## config.mk

```make
export PLATFORM = sky130hd
export DESIGN_NAME = ram_stream_reader
export DESIGN_NICKNAME = d
export VERILOG_FILES = /design/src/rtl/ram_stream_reader_pkg.sv /design/src/rtl/ram_reader_fifo2.sv /design/src/rtl/ram_stream_reader.sv
export SDC_FILE = /design/constraint.sdc
export NUM_CORES = 1
export LEC_CHECK = 0
export ABC_CLOCK_PERIOD_IN_PS = 4200
export BUFFER_PORTS_ARGS = -buffer_cell sky130_fd_sc_hd__buf_2
export CAP_MARGIN = 40
export CORE_MARGIN = 2
export CORE_UTILIZATION = 53
export DETAILED_ROUTE_END_ITERATION = 10
export GPL_ROUTABILITY_DRIVEN = 0
export PLACE_DENSITY_LB_ADDON = 0.12
export SYNTH_ARGS = -nofsm -noshare
export SYNTH_HDL_FRONTEND = slang
export SYNTH_SLANG_ARGS = --single-unit
export TNS_END_PERCENT = 100
```

## constraint.sdc

```tcl
create_clock -name clk -period 4.2 [get_ports clk]
set_input_delay 1.05 -clock clk [delete_from_list [all_inputs] [get_ports clk]]
set_output_delay 1.05 -clock clk [all_outputs]
set_load 0.1 [all_outputs]
```

## src/rtl/ram_stream_reader_pkg.sv

```systemverilog
// Shared definitions for the RAM stream reader: FSM encoding and FIFO depth.
package ram_stream_reader_pkg;

  typedef enum logic [1:0] {
    IDLE   = 2'd0,
    RUN    = 2'd1,
    FINISH = 2'd2
  } state_t;

  localparam int FIFO_DEPTH = 2;

endpackage

```

## src/rtl/ram_reader_fifo2.sv

```systemverilog
// Two-entry synchronous FIFO; simultaneous push and pop are allowed when non-empty.
module ram_reader_fifo2
  import ram_stream_reader_pkg::*;
#(
  parameter int WIDTH = 32
) (
  input  logic             clk,
  input  logic             reset,
  input  logic             push,
  input  logic             pop,
  input  logic [WIDTH-1:0] din,
  output logic [WIDTH-1:0] dout,
  output logic [1:0]       count
);

  logic [WIDTH-1:0] mem [FIFO_DEPTH];
  logic             wr_ptr;
  logic             rd_ptr;

  always_ff @(posedge clk or negedge reset) begin
    if (!reset) begin
      for (int i = 0; i < FIFO_DEPTH; i++) mem[i] <= '0;
      wr_ptr <= 1'b0;
      rd_ptr <= 1'b0;
      count  <= 2'd0;
    end else begin
      if (push) begin
        mem[wr_ptr] <= din;
        wr_ptr      <= ~wr_ptr;
      end
      if (pop) rd_ptr <= ~rd_ptr;
      count <= count + {1'b0, push} - {1'b0, pop};
    end
  end

  assign dout = mem[rd_ptr];

endmodule

```

## src/rtl/ram_stream_reader.sv

```systemverilog
// Sequential RAM read initiator presenting words on a valid/ready stream with backpressure.
module ram_stream_reader
  import ram_stream_reader_pkg::*;
#(
  parameter int WIDTH = 32,
  parameter int DEPTH = 10
) (
  input  logic             clk,
  input  logic             reset,
  input  logic             start,
  input  logic [DEPTH-1:0] base_addr,
  input  logic [DEPTH:0]   count,
  output logic             busy,
  output logic             done,
  output logic [DEPTH-1:0] ram_address,
  output logic [WIDTH-1:0] ram_din,
  output logic             ram_we,
  output logic             ram_oe,
  input  logic [WIDTH-1:0] ram_dout,
  output logic             m_valid,
  output logic [WIDTH-1:0] m_data,
  output logic             m_last,
  input  logic             m_ready
);

  state_t           state;
  state_t           state_nxt;
  logic [DEPTH-1:0] rd_addr;
  logic [DEPTH:0]   remaining;
  logic [DEPTH:0]   out_left;
  logic             pending;
  logic [1:0]       fifo_cnt;
  logic             pop;
  logic             issue;
  logic [2:0]       credit;
  logic             accept;

  // A read may only be issued if the word it returns is sure to find a FIFO slot.
  assign pop    = m_valid && m_ready;
  assign credit = 3'(fifo_cnt) + 3'(pending) - 3'(pop);
  assign issue  = (state == RUN) && (remaining != '0) && (credit < 3'd2);
  assign accept = (state == IDLE) && start;

  always_comb begin
    state_nxt = state;
    busy      = 1'b0;
    done      = 1'b0;
    case (state)
      IDLE: begin
        if (start) state_nxt = (count == '0) ? FINISH : RUN;
      end
      RUN: begin
        busy = 1'b1;
        if (pop && (out_left == (DEPTH+1)'(1))) state_nxt = FINISH;
      end
      FINISH: begin
        busy      = 1'b1;
        done      = 1'b1;
        state_nxt = IDLE;
      end
      default: state_nxt = IDLE;
    endcase
  end

  always_ff @(posedge clk or negedge reset) begin
    if (!reset) begin
      state     <= IDLE;
      rd_addr   <= '0;
      remaining <= '0;
      out_left  <= '0;
      pending   <= 1'b0;
    end else begin
      state   <= state_nxt;
      pending <= issue;
      if (accept) begin
        rd_addr   <= base_addr;
        remaining <= count;
        out_left  <= count;
      end else begin
        if (issue) begin
          rd_addr   <= rd_addr + DEPTH'(1);
          remaining <= remaining - (DEPTH+1)'(1);
        end
        if (pop) out_left <= out_left - (DEPTH+1)'(1);
      end
    end
  end

  // The RAM's dout is only meaningful the cycle after an issue, so it is captured then.
  ram_reader_fifo2 #(.WIDTH(WIDTH)) u_fifo (
    .clk   (clk),
    .reset (reset),
    .push  (pending),
    .pop   (pop),
    .din   (ram_dout),
    .dout  (m_data),
    .count (fifo_cnt)
  );

  assign m_valid     = (fifo_cnt != 2'd0);
  assign m_last      = m_valid && (out_left == (DEPTH+1)'(1));
  assign ram_address = rd_addr;
  assign ram_oe      = issue;
  assign ram_din     = '0;
  assign ram_we      = 1'b0;

endmodule

```

* Yosys cells after proc, flatten, opt, wreduce, memory -nomap -nowiden *
Cells that the tools add are included.

storage, ports and cells
  register bits after elaboration = 103
  word-level logic and storage cells = 63

cells by class
  add/sub/neg operators = 7
  order comparisons = 4
  eq/ne operators = 5
  mux-type cells = 18
  bitwise gates (word level) = 4
  reductions and logical operators = 15

operators by type and width
  cell                                                                     count
  32-bit two-way mux                                                       4
  64-bit bitwise mux                                                       1
  11-bit two-way mux                                                       4
  32-bit demux with 1-bit select                                           1
  11-bit by 1-bit subtractor with 11-bit output (second input constant)    2
  10-bit two-way mux                                                       2
  11-bit by 1-bit equality test with 1-bit output (second input constant)  1
  11-bit logical NOT                                                       1
  11-bit nonzero test                                                      1
  10-bit by 1-bit adder with 10-bit output (second input constant)         1
  1-bit logical AND                                                        7
  2-bit two-way mux                                                        3
  2-bit nonzero test                                                       3
  2-bit greater-or-equal comparator (second input constant)                2
  1-bit inverter with 2-bit output                                         2
  2-bit case mux with 2 select lines                                       1
  2-bit by 1-bit adder with 3-bit output                                   1
  3-bit by 2-bit < comparator with 1-bit output (second input constant)    1
  3-bit by 1-bit subtractor with 3-bit output                              1
  2-bit by 1-bit adder with 2-bit output                                   1
  2-bit by 1-bit equality test with 1-bit output (second input constant)   1
  2-bit equality test (second input constant)                              1
  2-bit logical NOT                                                        1
  2-bit by 1-bit < comparator with 1-bit output (second input constant)    1
  7 further kinds                                                          9

* Logic depth before layout (Yosys ltp) *
  depth after elaboration = 7
  mapped depth = 11
  gate-level depth less buffers = 10

* Hierarchy *
A second synthesis with hierarchy kept.

unflattened totals
  cells, all modules = 465
  area, all modules = 5410.2 um2

modules (own cells, without submodules)
  module             instances  cells an instance  area each (um2)  sequential area each (um2)
  ram_reader_fifo2   1          185                2974.1           1701.6
  ram_stream_reader  1          280                2436.1           875.8

* Least setup slack after synthesis *
No wires, ideal clock.

  kind = flip-flop to output port
  start = register out_left[3]
  end = output m_last
  data arrival time = 5.761 ns
  path slack = -2.611 ns
  stages on the path, launching flop included = 4
  path buffers = 1
  path through = dfrtp_1 -> or4_4 -> buf_6 -> a2111oi_0

between the ends
  word-level cells in the longest chain between the ends = 2

ends and longest elaborated chain
  what                                             line                      text
  start, declared                                  ram_stream_reader.sv:30   logic [DEPTH:0] out_left;
  start signal, assigned                           ram_stream_reader.sv:78   out_left <= count;
  start signal, assigned                           ram_stream_reader.sv:84   if (pop) out_left <= out_left - (DEPTH+1)'(1);
  11-bit by 1-bit equality test with 1-bit output  ram_stream_reader.sv:101  assign m_last = m_valid && (out_left == (DEPTH+1)'(1));
  1-bit logical AND                                ram_stream_reader.sv:101
  end, declared                                    ram_stream_reader.sv:22   output logic m_last,

No other way between the ends.

* Worst setup path in the final report *
  start = input m_ready
  end = output ram_oe

between the ends
  word-level cells in the longest chain between the ends = 4

ends and longest elaborated chain
  what                                           line                     text
  start, declared                                ram_stream_reader.sv:23  input logic m_ready
  1-bit logical AND                              ram_stream_reader.sv:39  assign pop = m_valid && m_ready;
  via pop                                        ram_stream_reader.sv:33  logic pop;
  3-bit by 1-bit subtractor with 3-bit output    ram_stream_reader.sv:40  assign credit = 3'(fifo_cnt) + 3'(pending) - 3'(pop);
  via credit[1]                                  ram_stream_reader.sv:35  logic [2:0] credit;
  3-bit by 2-bit < comparator with 1-bit output  ram_stream_reader.sv:41  assign issue = (state == RUN) && (remaining != '0) && (credit < 3'd2);
  1-bit logical AND                              ram_stream_reader.sv:41
  end, declared                                  ram_stream_reader.sv:18  output logic ram_oe,

The timed path passes the listed nets, and every way through them passes these cells.

==> flow_metrics.env <==
export IMPL_status="completed"
export IMPL_synthArstFlopShare_pct=100
export IMPL_holdBufCountCts=0
export IMPL_met2_usage_pct=36.6
export IMPL_start_util_pct=54.5
export IMPL_cts_htree_levels=3
export IMPL_via_per_inst=5.39
export IMPL_clockBufferDepth=2
export IMPL_antenna_found_initial=0
export IMPL_crit_type="primary input to output pin"
export IMPL_finalCritPeriodShare_pct=96.0
export IMPL_post_route_drc_count=0
export IMPL_core_um2=9770
export IMPL_grt_pass1_vias=3911
export IMPL_ys_ff_latch=103
export IMPL_finalNetCount=626
export IMPL_die_y_um=104
export IMPL_worst_pin_slew_ns=0.627
export IMPL_synth_top_area_cell="dfrtp_1"
export IMPL_hold_class="register to register"
export IMPL_firstDrtPassIters=4
export IMPL_max_cap_violations=0
export IMPL_maxSlewViolCount=0
export IMPL_synthCells=455
export IMPL_core_rowCount=36
export IMPL_busiest_layer="met2"
export IMPL_finalClockSkew_ns=0.00505
export IMPL_hpwl_mm=8.16
export IMPL_grt_pass1_wl_mm=18.9
export IMPL_whs_ns=0.509
export IMPL_cts_tree="done"
export IMPL_synth_cell_types=50
export IMPL_cts_made_buffers=9
export IMPL_grtUsageTotal_pct=21.4
export IMPL_port_buffers=103
export IMPL_initialDrtViolationCount=94
export IMPL_stdcell_count=696
export IMPL_clock_root_buffer="clkbuf_8"
export IMPL_post_route_util_pct=62.8
export IMPL_io_pin_count=137
export IMPL_drt_wl_total_mm=11.2
export IMPL_ys_seq_area_share_pct=48.3
export IMPL_drive_above_1_share_pct=42.8
export IMPL_grt_max_degree=59
export IMPL_grtUsageMet1_pct=27.5
export IMPL_area_growth_pct=15.2
export IMPL_cp_start_kind="primary input"
export IMPL_avgRoutedWirePerCell_um=16.0
export IMPL_synth_ff_type="dfrtp_1"
export IMPL_yosys_warnings=0
export IMPL_crit_arrival_ns=2.98
export IMPL_crit_required_ns=3.15
export IMPL_hold_violations=0
export IMPL_cp_end_kind="output pin"
export IMPL_met3_usage_pct=4.51
export IMPL_die_w_um=104
export IMPL_vias=3751
export IMPL_antennaDiodeCount=0
export IMPL_synth_area_um2=5330
export IMPL_rsz0062_at_grt="no"
export IMPL_synth_top_cells_by_area="dfrtp_1, mux2_2, buf_4, ha_1, a21oi_1"
export IMPL_max_freq_ghz=0.248
export IMPL_synth_top_area_share_pct=48.3
export IMPL_ant_nets=0
export IMPL_nFillCells=836
export IMPL_cts_setup_buffers=0
export IMPL_insertion_delay_ns=0.36
export IMPL_cts_resized_gates=0
export IMPL_crit_fanout=9
export IMPL_period_minus_slack_ns=4.03
export IMPL_grt_overflow=0
export IMPL_cts_reportedPaths_clkPinSlew_ns=0.10
export IMPL_slew_headroom_pct=58.2
export IMPL_dp_cells=680
export IMPL_fin_setup_tns_ns=0
export IMPL_synth_edf_count=0
export IMPL_clock_sinks=103
export IMPL_avgSynthCellArea_um2=11.7
export IMPL_timing_reg2reg_setup_slack_ns=1.20
export IMPL_setup_viol=0
export IMPL_die_area_um2=10900
==> cells in the mapped netlist, drive strengths merged (6+ instances only) <==
master / n
a31oi: 14
inv: 13
or4: 10
dfrtp: 103
ha: 10
nand2: 11
clkbuf: 10
o31ai: 6
o21ai: 12
nor2: 25
or3: 8
xnor2: 8
mux2: 96
nand3: 10
buf: 44
nand4: 8
a21oi: 21
nor3: 7
==> layer usage <==
metal / part of all wire (%) / wire length (um)
met2: 49 / 5430
met4: 1.5 / 167
met3: 4.4 / 495
met1: 45 / 5070
met5: 0 / 0
==> state kept, by name, indices dropped and copies added, names as in the netlist <==
register	cells
pending	1
u_fifo.count	2
state	2
u_fifo.rd_ptr	1
u_fifo.mem	64
out_left	11
ram_address	10
remaining	11
u_fifo.wr_ptr	1
==> area by class of cell <==
type	instances	area, um^2	area share, %
multi-input cells	317	2500	40.8
flip-flops and latches	103	2580	42.0
clock buffers	10	128	2.08
inverters	13	48.8	0.795
repair buffers	114	663	10.8
well taps	133	166	2.71
clock inverters	6	53.8	0.876
==> path summary, 6_finish.rpt <==
kind                                  from  cells past startpoint        endpoint
max                                m_ready                     11          ram_oe
min                          u_fifo.mem[7]                      1   u_fifo.mem[7]
max reg2reg                u_fifo.count[1]                     11    remaining[9]
min reg2reg                  u_fifo.mem[7]                      1   u_fifo.mem[7]
max in group asynchronous            reset                      2  u_fifo.mem[28]
min in group asynchronous            reset                      1   u_fifo.mem[6]
==> placed cells by master (no fill, tap or decap), drive strengths merged, types with 5 or more instances in the layout <==
master    n
clkbuf   10
nor4      5
nor2     25
nand4     8
o31ai     6
conb     33
nand3    10
o21ai    12
a21oi    21
nand2    11
mux2     96
or4      10
xnor2     8
buf     114
dfrtp   103
inv      15
a31oi    14
or3       8
ha       10
xor2      5
nor3      7
==> cells by family after synthesis <==
family / share of synthesized area, %
and+or+nand+nor: 11.0
buffers and inverters: 7.46
DFF: 48.3
xor gates and xnor gates: 2.14
AOI/OAI and AO/OA: 7.79
other: 0.0703
muxes: 20.5
adders and majority gates: 2.72
==> critical path, cell delays in order <==
cell	delay, ns
buf_2	0.12
o21ai_2	0.06
inv_1	0.09
ha_1	0.28
inv_1	0.04
ha_1	0.18
fa_1	0.44
and2b_1	0.25
nand2_2	0.14
nor2_4	0.15
buf_12	0.18
==> per-stage QoR <==
step | setup WS [ns] | cell area (um^2)
after floorplan | 0.00439 | 5470
after global placement | 0.198 | 5900
after detailed placement | 0.175 | 5960
after CTS | 0.168 | 6140
after global routing | 0.0649 | 6140
final | 0.169 | 6140
Power is not shown: default switching activity piles up to over one toggle a cycle in this logic, so the estimate is an artifact.
